**config.mk**
```make
export PLATFORM = sky130hd
export DESIGN_NAME = cpu_if_prefetch
export DESIGN_NICKNAME = d
export VERILOG_FILES = /design/src/rtl/cpu_if_prefetch.sv
export SDC_FILE = /design/constraint.sdc
export NUM_CORES = 1
export LEC_CHECK = 0
export CORE_ASPECT_RATIO = 1.75
export CORE_MARGIN = 2
export CORE_UTILIZATION = 55
export CTS_CLUSTER_DIAMETER = 50
export DETAILED_ROUTE_END_ITERATION = 10
export MAX_ROUTING_LAYER = met4
export PLACE_DENSITY = 0.8
export SYNTH_ARGS = -nofsm -noshare
export SYNTH_HDL_FRONTEND = slang
export SYNTH_SLANG_ARGS = --single-unit
```
**constraint.sdc**
```tcl
create_clock -name clk -period 4.2 [get_ports clk]
set_input_delay 1.05 -clock clk [delete_from_list [all_inputs] [get_ports clk]]
set_output_delay 1.05 -clock clk [all_outputs]
set_load 0.01 [all_outputs]
```
**src/rtl/cpu_if_prefetch.sv**
```systemverilog
// rtl/cpu_if_prefetch.sv - instruction fetch stage with prefetch queue and branch bubbles
module cpu_if_prefetch #(
  parameter int              XLEN       = 32,
  parameter int              DEPTH      = 4,
  parameter int              BR_BUBBLES = 3,
  parameter logic [XLEN-1:0] RESET_PC   = '0,
  parameter logic [XLEN-1:0] NOP_INSN   = '0
) (
  input  logic            clk,
  input  logic            rst,
  input  logic            en,
  input  logic            stall,
  input  logic            redirect_valid,
  input  logic [XLEN-1:0] redirect_pc,
  output logic            imem_req,
  output logic [XLEN-1:0] imem_addr,
  input  logic            imem_rvalid,
  input  logic [XLEN-1:0] imem_rdata,
  output logic [XLEN-1:0] pc_if,
  output logic [XLEN-1:0] ir,
  output logic            ir_valid
);

  localparam int              AW      = (DEPTH > 1) ? $clog2(DEPTH) : 1;
  localparam int              CW      = $clog2(DEPTH + 1);
  localparam logic [CW:0]     DEPTH_C = (CW + 1)'(DEPTH);
  localparam logic [XLEN-1:0] ONE     = 1;

  typedef enum logic {RUN, BR_WAIT} state_t;

  state_t          state;
  logic [2:0]      bubble_cnt;
  logic [XLEN-1:0] fetch_pc;
  logic [XLEN-1:0] q_pc   [DEPTH];
  logic [XLEN-1:0] q_insn [DEPTH];
  logic [AW-1:0]   rd_ptr;
  logic [AW-1:0]   wr_ptr;
  logic [CW-1:0]   count;
  logic            inflight;
  logic [XLEN-1:0] inflight_addr;
  logic            dropped;

  logic [CW:0]     occupancy;
  logic            pop;
  logic [XLEN-1:0] head_pc;
  logic [XLEN-1:0] head_insn;
  logic            is_branch;
  logic            push;
  logic            bubble_step;
  logic            last_bubble;

  // A request is only issued when the queue has a free slot for its response,
  // counting the one already in flight, so a push can never overflow.
  assign occupancy   = {1'b0, count} + {{CW{1'b0}}, inflight};
  assign imem_req    = en && (state == RUN) && (occupancy < DEPTH_C);
  assign imem_addr   = fetch_pc;

  assign pop         = en && !stall && (state == RUN) && (count != '0);
  assign head_pc     = q_pc[rd_ptr];
  assign head_insn   = q_insn[rd_ptr];
  assign is_branch   = pop && ((head_insn[XLEN-1:XLEN-4] == 4'b0100) ||
                               (head_insn[XLEN-1:XLEN-4] == 4'b0101));
  // Responses are captured even with en low; a flush on the same edge wins.
  assign push        = imem_rvalid && inflight && !dropped && !is_branch;
  assign bubble_step = en && !stall && (state == BR_WAIT);
  assign last_bubble = bubble_step && (bubble_cnt == 3'd1);

  // Queue storage: written at the tail with the response and its request address.
  always_ff @(posedge clk) begin
    if (push) begin
      q_pc[wr_ptr]   <= inflight_addr;
      q_insn[wr_ptr] <= imem_rdata;
    end
  end

  // Queue pointers and occupancy; a taken branch/jump discards everything queued.
  always_ff @(posedge clk or negedge rst) begin
    if (!rst) begin
      rd_ptr <= '0;
      wr_ptr <= '0;
      count  <= '0;
    end else if (is_branch) begin
      rd_ptr <= '0;
      wr_ptr <= '0;
      count  <= '0;
    end else begin
      if (push) wr_ptr <= wr_ptr + AW'(1);
      if (pop)  rd_ptr <= rd_ptr + AW'(1);
      if (push && !pop)      count <= count + CW'(1);
      else if (pop && !push) count <= count - CW'(1);
    end
  end

  // Fetch address and in-flight tracking; the response to a request issued on
  // the branch edge is marked dropped so it never enters the flushed queue.
  always_ff @(posedge clk or negedge rst) begin
    if (!rst) begin
      fetch_pc      <= RESET_PC;
      inflight      <= 1'b0;
      inflight_addr <= '0;
      dropped       <= 1'b0;
    end else begin
      if (imem_req)         inflight <= 1'b1;
      else if (imem_rvalid) inflight <= 1'b0;

      if (imem_req) inflight_addr <= fetch_pc;

      if (is_branch)        dropped <= imem_req;
      else if (imem_rvalid) dropped <= 1'b0;

      if (is_branch)                          fetch_pc <= head_pc + ONE;
      else if (last_bubble && redirect_valid) fetch_pc <= redirect_pc;
      else if (imem_req)                      fetch_pc <= fetch_pc + ONE;
    end
  end

  // Output stage and RUN/BR_WAIT sequencing; the branch itself is presented,
  // then BR_BUBBLES enabled cycles of NOP follow before fetching resumes.
  always_ff @(posedge clk or negedge rst) begin
    if (!rst) begin
      state      <= RUN;
      bubble_cnt <= '0;
      pc_if      <= RESET_PC;
      ir         <= NOP_INSN;
      ir_valid   <= 1'b0;
    end else begin
      if (pop) begin
        pc_if    <= head_pc;
        ir       <= head_insn;
        ir_valid <= 1'b1;
      end else if (en && !stall) begin
        ir       <= NOP_INSN;
        ir_valid <= 1'b0;
      end

      case (state)
        RUN: begin
          if (is_branch) begin
            state      <= BR_WAIT;
            bubble_cnt <= 3'(BR_BUBBLES);
          end
        end
        BR_WAIT: begin
          if (bubble_step) begin
            bubble_cnt <= bubble_cnt - 3'd1;
            if (bubble_cnt == 3'd1) state <= RUN;
          end
        end
        default: state <= RUN;
      endcase
    end
  end

endmodule
```
======== Word-level counts from Yosys, hierarchy flattened ========
Memories as Yosys holds them, arrays and structs flattened.
Cells that the tools add are included.
cells by class
  reduce and logical (&&, ||, !) cells .... 29
  equal/unequal tests ..................... 5
  add/subtract/negate cells ............... 8
  bitwise logic cells ..................... 1
  multiplexer cells ....................... 26
  $lt $le $gt $ge ......................... 1
operators with widths
  kind                     number
  $mux W32                 5
  $add A32 B1 Y32 const B  2
  $mux W3                  5
  $logic_and A1 B1 Y1      14
  $mux W1                  10
  $reduce_bool A2 Y1       5
  $reduce_bool A3 Y1       3
  $eq A4 B3 Y1 const B     2
  $mux W2                  4
  $pmux W3 S2              1
  $sub A3 B1 Y3 const B    2
  $logic_not A1 Y1         5
  $add A2 B1 Y2 const B    2
  $add A3 B1 Y4            1
  $lt A4 B3 Y1 const B     1
  $add A3 B1 Y3 const B    1
  $eq A3 B1 Y1 const B     1
  $ne A2 B1 Y1 const B     1
  $ne A2 B2 Y1 const B     1
  $pmux W1 S2              1
  $reduce_and A2 Y1        1
  $logic_or A1 B1 Y1       1
  $not A1 Y1               1
storage, ports and cells
  flip-flop bits (word level) ............. 142
  memory bits (writable) .................. 256
  input bits .............................. 70
  output and inout bits ................... 98
  logic and storage cells ................. 84
  memories ................................ 2
memories
  memory  depth  bits a word  rd ports  clocked after Yosys merged registers in  write ports  line  RTL
  q_insn  4      32           1         0                                        1            35    logic [XLEN-1:0] q_insn [DEPTH];
  q_pc    4      32           1         0                                        1            34    logic [XLEN-1:0] q_pc [DEPTH];

======== Logic depth before layout (Yosys ltp) ========
  word-level depth ........................ 12
  gate-level depth with buffers ........... 10
  gate-level depth less buffers ........... 8

======== Least setup slack after synthesis ========
OpenSTA, ideal clock, no wires.
  kind .................................... in2reg
  from .................................... in stall
  to ...................................... mem q_insn[0][0] (enable)
  data required time ...................... 3.771 ns
  stages .................................. 6
  path slack .............................. 0.356 ns
  arrival ................................. 3.415 ns
  path buffers ............................ 2
  library setup time ...................... 0.429 ns
  path through ............................ nand2b_1 -> clkbuf_1 -> nor3_1 -> nand2_2 -> clkbuf_1 -> and3_1
on the way
  cells in the longest elaborated chain, start to end .. 9
RTL lines
  what                               line  RTL
  start: declaration                 12    input logic stall,
  $logic_not A1 Y1                   58    assign pop = en && !stall && (state == RUN) && (count != '0);
  $logic_and A1 B1 Y1 (3 in series)  58
  $logic_and A1 B1 Y1                61    assign is_branch = pop && ((head_insn[XLEN-1:XLEN-4] == 4'b0100) ||
  $logic_not A1 Y1                   64    assign push = imem_rvalid && inflight && !dropped && !is_branch;
  $logic_and A1 B1 Y1                64
  $mux W1                            70    if (push) begin
  $mux W1 (implied by the code)      72    q_insn[wr_ptr] <= imem_rdata;
  end: declaration                   35
No other way between the ends.

======== Worst setup path in the final report ========
  from .................................... in en
  to ...................................... out imem_req
on the way
  cells in the longest elaborated chain, start to end .. 2
RTL lines
  what                               line  RTL
  start: declaration                 11    input logic en,
  $logic_and A1 B1 Y1 (2 in series)  55    assign imem_req = en && (state == RUN) && (occupancy < DEPTH_C);
  end: declaration                   15    output logic imem_req,
No other way between the ends.

==> out/metrics.yaml <==
areaGrowthSynthToFinish_pct: 20.66
viasPerCell: 5.951
cts_buffer_depth: 3
synth_area_mm2: 0.01637
synth.distinct_cells: 59
dieHeight_um: 232.3
cts-hold-fix-buffers: 0
p_sw_share_pct: 30.71
worstPathRequired_ns: 3.15
synth-simple-area-share_pct: 7.083
antenna_found_initial: 0
grt_usage_pct: 24.37
reg2reg_to: "imem_addr[17]$_DFFE_PN0P_"
die_width_um: 134.4
drc_errors: 0
synth_top_area_cell: "edfxtp_1"
ant_nets: 0
grt_overflow_total: 0
drtPass1Iterations: 6
yosysWarnings: 0
r2r_start: "rd_ptr[0]$_DFFE_PN0P_"
endpoint: "imem_req"
synth_xor_xnor_area_share_pct: 2.942
fin_setup_tns_ns: 0
fin_util_pct: 67.47
rsz0062_at_grt: "false"
synth_fa_ha_area_share_pct: 0.7336
start_util_pct: 55.91
rows: 83
ys_seq_elements: 398
worst_pin_slew_ns: 0.8123
htreeDepth: 2
ys.flop_type: "edfxtp_1"
power.share.clock_pct: 24.3
num_vias: 9402
grt_pass1_vias: 10013
dpl.hpwl_um: 23540
drive_gt1_share_pct: 20.53
synthMuxAreaShare_pct: 14.10
numCtsBuffers: 35
grt_pass1_wl_um: 55710
synth_cells: 989
synth_edf_count: 256
outcome: "finished clean"
drv_cap: 0
slew_headroom_pct: 45.84
cp_max_fo: 3
grt_max_degree: 70
fin_crit_sh_pct: 85.40
post_cts_resized: 0
maxSlewViolCount: 0
yosys-top-cells-area: "edfxtp_1, dfrtp_1, mux4_2"
cts.clk_slew.worst_paths_ns: 0.06
worst_setup_path_end_kind: "output port"
seqPwrFrac_pct: 44.5
synth-compound-area-share_pct: 4.394
fin_nets: 1250
hold_depth: 0
drt-initial-drc-count: 690
die_area_mm2: 0.03122
max_freq_ghz: 0.2788
avgSynthCellArea_um2: 16.56
finalSetupViolCount: 0
pin_count: 168
cts_tree: "done"
antennaDiodeCount: 0
cts_num_sinks: 398
r2r_cells: 6
cts_setup_buffers: 0
synthesis.nets: 1068
totalWireLength_um: 36070
power_density_mw_per_mm2: 702.2
cp.arrival_ns: 2.54
finClkSkew_ns: 0.02467
start_kind: "input pin"
final_hold_viol_count: 0
rrSetupSlack_ns: 1.01
hold_path.class: "flop to flop"
p_sw_mw: 4.261
synth_top_family_by_area: "multiplexers"
wl_per_cell_um: 22.83
io_buffer_count: 167
globalplace.congestion: 0.8349
fin_crit_ns: 3.587
ir_drop_mv: 0.5127
core_mm2: 0.02929
power.leakage_nw: 7.189
p_int_mw: 9.612
synthTopCellsByCount: "edfxtp_1, dfrtp_1, mux4_2, mux2_2, nand2_1"
synth_sequential_area_ratio_pct: 68.65
async_reset_ff_share_pct: 35.68
crit_type: "input pin to output port"
synth_top_area_share_pct: 46.95
pwr-share-comb_pct: 31.2
worstSkewPairLatency_ns: 0.54
root_buffer: "clkbuf_16"
yosysMostFrequentCell: "edfxtp_1"
cp-startpoint: "en"
sequential cells by signal (all words and copies together) (netlist names):
register,cells
dropped,1
inflight_addr,32
imem_addr,32
ir,32
ir_valid,1
pc_if,32
state,1
count,3
bubble_cnt,3
q_insn,128
inflight,1
rd_ptr,2
q_pc,128
wr_ptr,2
stage by stage:
step,hold slack (ns),cell area [um^2],setup slack [ns],instances,power (mW)
finish,0.5010,19760,0.6133,1580,13.87
global route,0.5208,19760,0.5792,1580,14.53
CTS,0.4962,19760,0.6078,1580,13.99
detailed placement,0.4779,18550,0.6176,1516,10.59
global placement,0.4593,18550,0.6118,1516,10.43
floorplan,0.4709,16370,0.3563,989,8.716
cell usage in the layout, fill, tap and decap left out, types with 24 or more instances in the layout:
master and n:
clkbuf_16 36, clkdlybuf4s50_1 166, a22o_1 32, buf_4 26, nor3_1 26, nand2_1 52
nor2_1 41, dfrtp_1 140, mux2_2 61, o21ai_0 28, mux4_2 64, a21oi_1 24
xnor2_1 33, edfxtp_1 256
worst min path at each step:
stage | start | endpoint
detailed placement | ir_valid$_DFFE_PN0P_ | ir_valid$_DFFE_PN0P_
global route | pc_if[2]$_DFFE_PN0P_ | pc_if[2]$_DFFE_PN0P_
CTS | inflight_addr[27]$_DFFE_PN0P_ | q_pc[0][27]$_DFFE_PP_
finish | inflight_addr[27]$_DFFE_PN0P_ | q_pc[0][27]$_DFFE_PP_
floorplan | inflight_addr[0]$_DFFE_PN0P_ | q_pc[0][0]$_DFFE_PP_
global placement | ir_valid$_DFFE_PN0P_ | ir_valid$_DFFE_PN0P_
kinds of logic (layout without fill, tap and decap cells):
| group | after synthesis | in the layout |
|---|---|---|
| DFF | 398 | 398 |
| and+or+nand+nor | 212 | 212 |
| muxes | 139 | 139 |
| AOI/OAI and AO/OA | 109 | 109 |
| buffers and inverters | 67 | 276 |
| xor gates and xnor gates | 55 | 55 |
| adders and majority gates | 9 | 9 |
critical path, stage by stage:
cell and delay, ns:
clkdlybuf4s50_1 0.50, nor3b_1 0.27, nand2_1 0.11, clkinv_1 0.07, clkdlybuf4s50_1 0.53
area by class of cell:
class,count,area (um^2)
clock buffer,44,954.7
clock inverter,20,252.7
fill,2061,9528
inverter,15,56.30
multi-input combinational,524,4822
sequential,398,11250
tap,382,478.0
timing repair buffer,197,1948
per-layer routing:
layer	GRT usage (%)	share of wire (%)	up-vias
li1	-	-	4172
met1	26.81	36	4844
met2	44.18	56	314
met3	4.038	5.2	72
met4	8.947	3.1	0
met5	-	0	-
power by group through the flow:
stage	Clock [mW]	Sequential (mW)	Combinational (mW)
floorplan	0	6.08	2.63
CTS	3.43	6.18	4.38
detailed placement	0	6.24	4.35
global route	3.58	6.30	4.65
finish	3.37	6.17	4.33
global placement	0	6.18	4.25
Note: power is estimated with default switching activity, not from simulation.
